==> config.mk <==
export PLATFORM = sky130hd
export DESIGN_NAME = pe_mem_req_arbiter
export DESIGN_NICKNAME = d
export VERILOG_FILES = /design/src/rtl/pe_mem_req_arbiter.sv
export SDC_FILE = /design/constraint.sdc
export NUM_CORES = 1
export LEC_CHECK = 0
export ABC_AREA = 1
export ABC_CLOCK_PERIOD_IN_PS = 7450
export CORE_ASPECT_RATIO = 0.7
export CORE_MARGIN = 2
export CORE_UTILIZATION = 49
export DETAILED_ROUTE_END_ITERATION = 10
export PLACE_DENSITY = 0.7
export SYNTH_ARGS = -nofsm -noshare
export SYNTH_HDL_FRONTEND = slang
export SYNTH_SLANG_ARGS = --single-unit
==> constraint.sdc <==
create_clock -name clk -period 7.45 [get_ports clk]
set_input_delay 1.49 -clock clk [delete_from_list [all_inputs] [get_ports clk]]
set_output_delay 1.49 -clock clk [all_outputs]
set_load 0.02 [all_outputs]
==> src/rtl/pe_mem_req_arbiter.sv <==
// PE SRAM front end: per-source request FIFOs for load/store and DMA, round-robin
// single-port issue, and read data returned to its source through a tag pipe.
module pe_mem_req_fifo #(
  parameter int W     = 8,
  parameter int DEPTH = 4
) (
  input  logic         clk,
  input  logic         reset_poweron,
  input  logic         push,
  input  logic [W-1:0] wdata,
  input  logic         pop,
  output logic [W-1:0] head,
  output logic         not_empty,
  output logic         ready
);
  localparam int AW = $clog2(DEPTH);

  logic [DEPTH-1:0][W-1:0] mem;
  logic [AW-1:0]           rd_ptr, wr_ptr;
  logic [AW:0]             count, count_nxt;
  logic                    do_push, do_pop;

  // ready is the start-of-cycle "not full", so a pop does not make room in the same cycle
  assign do_push   = push & ready;
  assign do_pop    = pop & not_empty;
  assign count_nxt = count + (AW+1)'(do_push) - (AW+1)'(do_pop);
  assign head      = mem[rd_ptr];
  assign not_empty = (count != '0);

  always_ff @(posedge clk) begin
    if (reset_poweron) begin
      rd_ptr <= '0;
      wr_ptr <= '0;
      count  <= '0;
      ready  <= 1'b1;
    end else begin
      if (do_push) begin
        mem[wr_ptr] <= wdata;
        wr_ptr      <= wr_ptr + AW'(1);
      end
      if (do_pop) rd_ptr <= rd_ptr + AW'(1);
      count <= count_nxt;
      ready <= (count_nxt != (AW+1)'(DEPTH));
    end
  end
endmodule

module pe_mem_req_arbiter #(
  parameter int ADDR_W     = 24,
  parameter int DATA_W     = 32,
  parameter int FIFO_DEPTH = 4,
  parameter int RD_LATENCY = 2
) (
  input  logic              clk,
  input  logic              reset_poweron,
  input  logic              ls_req_valid,
  output logic              ls_req_ready,
  input  logic              ls_req_wr,
  input  logic [ADDR_W-1:0] ls_req_addr,
  input  logic [DATA_W-1:0] ls_req_wdata,
  output logic              ls_rsp_valid,
  output logic [DATA_W-1:0] ls_rsp_data,
  input  logic              dma_req_valid,
  output logic              dma_req_ready,
  input  logic              dma_req_wr,
  input  logic [ADDR_W-1:0] dma_req_addr,
  input  logic [DATA_W-1:0] dma_req_wdata,
  output logic              dma_rsp_valid,
  output logic [DATA_W-1:0] dma_rsp_data,
  output logic              mem_en,
  output logic              mem_we,
  output logic [ADDR_W-1:0] mem_addr,
  output logic [DATA_W-1:0] mem_wdata,
  input  logic [DATA_W-1:0] mem_rdata,
  output logic              idle
);
  localparam int NSRC = 2;  // index 0 = load/store, 1 = DMA
  localparam int L    = RD_LATENCY;

  typedef struct packed {
    logic              wr;
    logic [ADDR_W-1:0] addr;
    logic [DATA_W-1:0] wdata;
  } req_t;
  localparam int REQ_W = $bits(req_t);

  req_t [NSRC-1:0] in_req, head;
  logic [NSRC-1:0] in_valid, fifo_ready, ne, pop;
  req_t            granted;
  logic            grant_any, grant_src, last_dma, issue_src;
  logic [L-1:0]    tag_vld_pipe, tag_src_pipe;

  assign in_req[0]   = '{ls_req_wr, ls_req_addr, ls_req_wdata};
  assign in_req[1]   = '{dma_req_wr, dma_req_addr, dma_req_wdata};
  assign in_valid    = {dma_req_valid, ls_req_valid};
  assign ls_req_ready  = fifo_ready[0];
  assign dma_req_ready = fifo_ready[1];

  for (genvar s = 0; s < NSRC; s++) begin : g_src
    pe_mem_req_fifo #(.W(REQ_W), .DEPTH(FIFO_DEPTH)) u_fifo (
      .clk           (clk),
      .reset_poweron (reset_poweron),
      .push          (in_valid[s]),
      .wdata         (in_req[s]),
      .pop           (pop[s]),
      .head          (head[s]),
      .not_empty     (ne[s]),
      .ready         (fifo_ready[s])
    );
  end

  // On a tie the source that did not win last time is granted
  always_comb begin
    grant_any = |ne;
    grant_src = ne[1];
    if (ne[0] && ne[1]) grant_src = ~last_dma;
  end
  assign pop     = {grant_any & grant_src, grant_any & ~grant_src};
  assign granted = head[grant_src];

  always_ff @(posedge clk) begin
    if (reset_poweron) begin
      mem_en        <= 1'b0;
      mem_we        <= 1'b0;
      mem_addr      <= '0;
      mem_wdata     <= '0;
      issue_src     <= 1'b0;
      last_dma      <= 1'b1;
      tag_vld_pipe  <= '0;
      tag_src_pipe  <= '0;
      ls_rsp_valid  <= 1'b0;
      ls_rsp_data   <= '0;
      dma_rsp_valid <= 1'b0;
      dma_rsp_data  <= '0;
    end else begin
      mem_en <= grant_any;
      mem_we <= grant_any & granted.wr;
      if (grant_any) begin
        mem_addr  <= granted.addr;
        mem_wdata <= granted.wdata;
        issue_src <= grant_src;
        last_dma  <= grant_src;
      end
      // Tag pipe tracks the SRAM read latency so the tail lines up with mem_rdata
      tag_vld_pipe[0] <= mem_en & ~mem_we;
      tag_src_pipe[0] <= issue_src;
      for (int i = 1; i < L; i++) begin
        tag_vld_pipe[i] <= tag_vld_pipe[i-1];
        tag_src_pipe[i] <= tag_src_pipe[i-1];
      end
      ls_rsp_valid  <= tag_vld_pipe[L-1] & ~tag_src_pipe[L-1];
      dma_rsp_valid <= tag_vld_pipe[L-1] &  tag_src_pipe[L-1];
      if (tag_vld_pipe[L-1] && !tag_src_pipe[L-1]) ls_rsp_data  <= mem_rdata;
      if (tag_vld_pipe[L-1] &&  tag_src_pipe[L-1]) dma_rsp_data <= mem_rdata;
    end
  end

  assign idle = ~(|ne) & ~(|tag_vld_pipe) & ~mem_en;
endmodule

==> metrics.yaml, run 1 <==
detailed_routing:
  wl_per_cell_um: 18.9
  final_antenna_net_count: 0
  drc: 0
  dr_total_vias: 15865
  vias_per_cell: 5.24
  wirelength_um: 57300
  drt-initial-drc-count: 1395
  first_pass_iters: 5
power_and_ir_drop:
  ir_drop_mv: 0.244
  cellPowerDensity_nw_per_um2: 355
  switchingPower_mw: 3.54
  comb_power_share: 0.310
  p_sw_frac: 0.354
  power.leakage_nw: 10.7
  clkPwrFrac: 0.276
  fin_total_pwr_mw: 9.99
  pwr-share-seq: 0.414
  intPower_mw: 6.45
timing:
  rsz0062_at_grt: "no"
  final-hold-violation-count: 0
  tightest_slew_ps: 1130
  skew_ps: 17.3
  fmax_ghz: 0.248
  setup_ws_ps: 3420
  post-route-period-util: 0.541
  slew_headroom: 0.246
  setup_viol: 0
  fin_crit_ps: 4030
  final.setup.tns_ps: 0
  drv_slew: 0
yosys:
  synth_compound_area_frac: 0.0177
  yosysWarnings: 0
  synth_adder_area_share: 0.00823
  synth.area.mux_share: 0
  synth_simple_gate_area_frac: 0.222
  yosysSeqAreaShare: 0.719
  synth_xor_area_frac: 0.00152
  yosysUniqueCellTypes: 23
  syn_area_per_cell_um2: 10.9
  netlist_instances: 2127
  synth_top_family_by_area: "simple AND/OR/NAND/NOR gates"
  ys_ff_latch: 602
  netlist_area_um2: 23100
  synth.net_count: 2291
clock_tree:
  clockBufferDepth: 3
  cts_resized: 0
  holdBufCountCts: 0
  post_cts_buffers: 0
  cts.sinks: 602
  htree_levels: 2
  cts_tree: "done"
  root_buffer: "clkbuf_16"
  clk_latency_ps: 600
  clkTransAtPathRegs_ps: 60
  cts_made_buffers: 55
job:
  drv_cap: 0
critical_path:
  required_ps: 7740
  r2r_end: "mem_addr[8]"
  start_kind: "input port"
  r2r_slack_ps: 4410
  r2r_cells: 8
  cp-end-kind: "flop"
  crit_path_max_fanout: 32
  cp_data_arrival_time_ps: 4320
  timing.rr.start: "g_src[1].u_fifo.rd_ptr[0]"
  path_class: "input port to flop"
placed_design:
  port_buffers: 276
  hpwl_um: 36700
  gp_congestion: 0.864
  dpl_worst_slack_ps: 2740
global_route:
  grt_usage: 0.232
  grt_pass1_wl_um: 87400
  grt_pass1_vias: 15190
  grt_antenna_before_repair: 3
  grt_max_degree: 81
  grt_overflow: 0
floorplan:
  dieArea_um2: 48900
  die_w_um: 263
  io_pins: 277
  die_h_um: 186
  coreArea_um2: 46500
  rows: 66
  start_util: 0.497
hold_path:
  min_path_type: "flop to flop"
  holdPathStages: 2
  hp-start: "tag_src_pipe[0]"
  whs_endpoint: "tag_src_pipe[1]"
cells_and_area:
  area_growth_pct: 21.8
  drive_above_1_share: 0.0580
  nets: 2531
  mostFrequentLayoutCells: "nand2_1 (813), edfxtp_1 (456), nand3_1 (287), clkdlybuf4s50_1 (276), nor2_1 (149)"
  layout_commonest_cell: "nand2_1"
status:
  outcome: "complete, no violations"
## worst max-delay path: stages
cell and delay [ps]:
clkdlybuf4s50_1 790, inv_2 400, nand2_1 300, nor2_4 910, buf_4 400
## layer usage
layer | GRT usage | share of wire | up-vias | wire length, um
met5 | 0 | 0 | - | 0
met4 | 0.0743 | 0.027 | 0 | 1550
met3 | 0.0361 | 0.063 | 92 | 3590
met2 | 0.379 | 0.48 | 508 | 27200
met1 | 0.322 | 0.43 | 7637 | 24900
li1 | - | - | 7628 | -
## Yosys cell counts, drive strengths merged
cell type  instances  area, um2
nand3            287       1440
nor2             161        612
xnor2              2       17.5
clkbuf            50        188
a21oi              8       40.0
dfxtp            146       2920
inv               41        154
o211ai             1       7.51
buf               71        385
fa                 2       40.0
o21ai             72        360
ha                12        150
xor2               2       17.5
nand2            815       3060
nor4               1       6.26
edfxtp           456      13700
## final cells by class
cell class / instances / area [um2]
multi-input combinational: 1363 / 5820
clock inverter: 28 / 235
inverter: 41 / 156
antenna: 3 / 7.51
tap: 612 / 766
sequential: 602 / 16600
clock buffer: 75 / 1530
fill: 3745 / 18400
timing repair buffer: 304 / 2970
## logic make-up after synthesis
| family | count (synthesis) |
|---|---|
| compound gates | 81 |
| buf+inv | 162 |
| fa+ha+maj | 14 |
| xor+xnor | 4 |
| simple gates | 1264 |
| flops | 602 |
## through the flow
stage	instances	area (um2)	hold slack [ps]	util
2_1_floorplan	2127	23100	388	-
3_3_place_gp	2922	26300	406	0.567
3_5_place_dp	2922	26300	404	0.567
4_1_cts	3025	28100	414	0.605
5_1_grt	3028	28100	443	0.605
6_report	3028	28100	409	0.605
## how the worst max path moves through the flow
stage,start,end,cells past startpoint
global route,reset_poweron,g_src[1].u_fifo.mem[165],5
global placement,reset_poweron,g_src[1].u_fifo.mem[218],5
detailed placement,reset_poweron,g_src[1].u_fifo.mem[161],5
floorplan,reset_poweron,g_src[0].u_fifo.mem[0],4
CTS,reset_poweron,g_src[1].u_fifo.mem[161],5
finish,reset_poweron,g_src[1].u_fifo.mem[162],5
## power groups by stage
| stage | sequential [mW] | combinational (mW) | clock [mW] |
|---|---|---|---|
| final | 4.14 | 3.10 | 2.76 |
| after global routing | 4.17 | 3.43 | 2.94 |
| after CTS | 4.13 | 3.12 | 2.79 |
| after detailed placement | 4.20 | 3.10 | 0 |
| after global placement | 4.20 | 3.04 | 0 |
| after floorplan | 4.25 | 1.91 | 0 |
## sequential cells by signal, indices dropped and copies added, names as in the netlist, 2 cells and up
register / cells
g_src.u_fifo.wr_ptr: 4
mem_wdata: 32
ls_rsp_data: 32
g_src.u_fifo.mem: 456
g_src.u_fifo.ready: 2
tag_vld_pipe: 2
g_src.u_fifo.rd_ptr: 4
dma_rsp_data: 32
g_src.u_fifo.count: 6
tag_src_pipe: 2
mem_addr: 24
Power figures use the tool's default switching activity.
==> run 2: changes to the inputs <==
Settings changed: ABC_CLOCK_PERIOD_IN_PS 7450 to 3730.
Clock period 7.45 ns to 3.73 ns, I/O delays scaled along.
==> metrics.yaml, run 2 (synthesis gave the netlist of run 1 again) <==
status:
  outcome: "complete, no violations"  # unchanged
critical_path:
  critPathTopFamily: "buffers and inverters"  # unchanged
  path_class: "flop to primary output"  # was input port to flop
  timing.rr.start: "g_src[0].u_fifo.count[1]"  # was g_src[1].u_fifo.rd_ptr[0]
  slowest_delay_ps: 650  # was 910 ps
  cp-end-kind: "primary output"  # was flop
  critPathLaunch: "g_src[0].u_fifo.count[1]"  # was reset_poweron
  cpMaxStageDelayCell: "clkdlybuf4s50_1"  # was nor2_4
  required_ps: 2980  # was 7740 ps
  cp_data_arrival_time_ps: 2230  # was 4320 ps
  crit_cells: 6  # was 5
  crit_chain: "nor2_1, nand2_2, nor2_2, inv_2, nor4_1, clkdlybuf4s50_1"  # was clkdlybuf4s50_1, inv_2, nand2_1, nor2_4, buf_4
  critical_path_buf_inv_count: 2  # was 3
  crit_path_max_fanout: 4  # was 32
  start_kind: "flop"  # was input port
  r2r_cells: 13  # was 8
floorplan:
  coreArea_um2: 46500  # unchanged
  rows: 66  # unchanged
  die_h_um: 186  # unchanged
  die_w_um: 263  # unchanged
  io_pins: 277  # unchanged
  dieArea_um2: 48900  # unchanged
  start_util: 0.497  # unchanged
global_route:
  grt_usage: 0.233  # was 0.232
  grt_overflow: 0  # unchanged
  grt_max_degree: 107  # was 81
  grt_pass1_wl_um: 87700  # was 87400 um
  grt_pass1_vias: 15358  # was 15190
  grt_antenna_before_repair: 2  # was 3
clock_tree:
  clockBufferDepth: 3  # unchanged
  cts.sinks: 602  # unchanged
  htree_levels: 2  # unchanged
  post_cts_buffers: 0  # unchanged
  clkTransAtPathRegs_ps: 60  # about the same
  cts_made_buffers: 55  # unchanged
  holdBufCountCts: 0  # unchanged
  cts_tree: "done"  # unchanged
  clk_latency_ps: 580  # was 600 ps
  root_buffer: "clkbuf_16"  # unchanged
  cts_resized: 0  # unchanged
timing:
  tightest_slew_ps: 1160  # was 1130 ps
  setup_ws_ps: 750  # was 3420 ps
  setup_viol: 0  # unchanged
  final-hold-violation-count: 0  # unchanged
  post-route-period-util: 0.799
  drv_slew: 0  # unchanged
  rsz0062_at_grt: "no"  # unchanged
  skew_ps: 17.7  # was 17.3 ps
  slew_headroom: 0.229  # was 0.246
  fmax_ghz: 0.336
  fin_crit_ps: 2980
  final.setup.tns_ps: 0  # unchanged
placed_design:
  dpl_worst_slack_ps: 867  # was 2740 ps
  port_buffers: 276  # unchanged
  placed_area_um2: 26500  # was 26300 um2
  dp.cells: 2927  # was 2922
  gp_congestion: 0.901  # was 0.864
  hpwl_um: 36800  # was 36700 um
detailed_routing:
  vias_per_cell: 5.24  # about the same
  wl_per_cell_um: 19.0  # was 18.9 um
  drc: 0  # unchanged
  first_pass_iters: 6  # was 5
  drt-initial-drc-count: 1439  # was 1395
  wirelength_um: 57700  # was 57300 um
  dr_total_vias: 15894  # was 15865
  final_antenna_net_count: 0  # unchanged
cells_and_area:
  nets: 2536  # was 2531
  layout_commonest_cell: "nand2_1"  # unchanged
  final_area_um2: 28300  # was 28100 um2
  largest_reg_flops: 456  # unchanged
  final_cells: 3033  # was 3028
  top_register: "g_src.u_fifo.mem"  # unchanged
  mostFrequentLayoutCells: "nand2_1 (813), edfxtp_1 (456), nand3_1 (287), clkdlybuf4s50_1 (276), nor2_1 (149)"  # unchanged
  drive_above_1_share: 0.0596  # was 0.0580
  area_growth_pct: 22.6  # was 21.8%
power_and_ir_drop:
  cellPowerDensity_nw_per_um2: 710  # was 355 nW/um2
  power.leakage_nw: 10.8  # was 10.7 nW
  ir_drop_mv: 0.525  # was 0.244 mV
hold_path:
  holdPathStages: 2  # unchanged
  hp-start: "tag_src_pipe[0]"  # unchanged
  min_path_type: "flop to flop"  # unchanged
job:
  drv_cap: 0  # unchanged
[run 2: path summary, 6_finish.rpt]
path,slack (ps),to
setup / recovery,750,idle
hold / removal,410,tag_src_pipe[1]
setup reg to reg,1420,g_src[0].u_fifo.ready
hold reg to reg,410,tag_src_pipe[1]
[run 2: routing by layer]
metal  global-route usage  routed length [um]  vias up
li1                     -                   -     7634
met1                0.321               25100     7655
met2                0.386               27800      518
met3               0.0368                3500       85
met4               0.0677                1300        2
met5                    0                  13        -
[run 2: area by class of cell]
| type | count | area, um2 |
|---|---|---|
| Clock inverter | 16 | 150 |
| Inverter | 41 | 156 |
| Fill cell | 3658 | 18200 |
| Timing Repair Buffer | 309 | 3120 |
| Sequential cell | 602 | 16600 |
| Multi-Input combinational cell | 1363 | 5820 |
| Tap cell | 612 | 766 |
| Clock buffer | 87 | 1670 |
| Antenna cell | 3 | 7.51 |
[run 2: through the flow]
step                      power, mW  utilization  hold slack [ps]
after floorplan                12.3            -              388
after global placement         14.5        0.570              400
after detailed placement       14.6        0.570              402
after CTS                      20.3        0.609              413
after global routing           21.2        0.609              426
final                          20.1        0.609              407
[run 2: tightest hold or removal path, stage by stage, from the launching register on]
cell	delay, ps
dfxtp_1	300
inv_1	40
nor2_1	30
[run 2: report_power, final]
group	total, mW	leakage [nW]	internal [mW]	switching, mW
combinational	6.24	4.55	2.06	4.18
clock	5.63	0.900	3.26	2.37
sequential	8.22	5.34	7.80	0.422
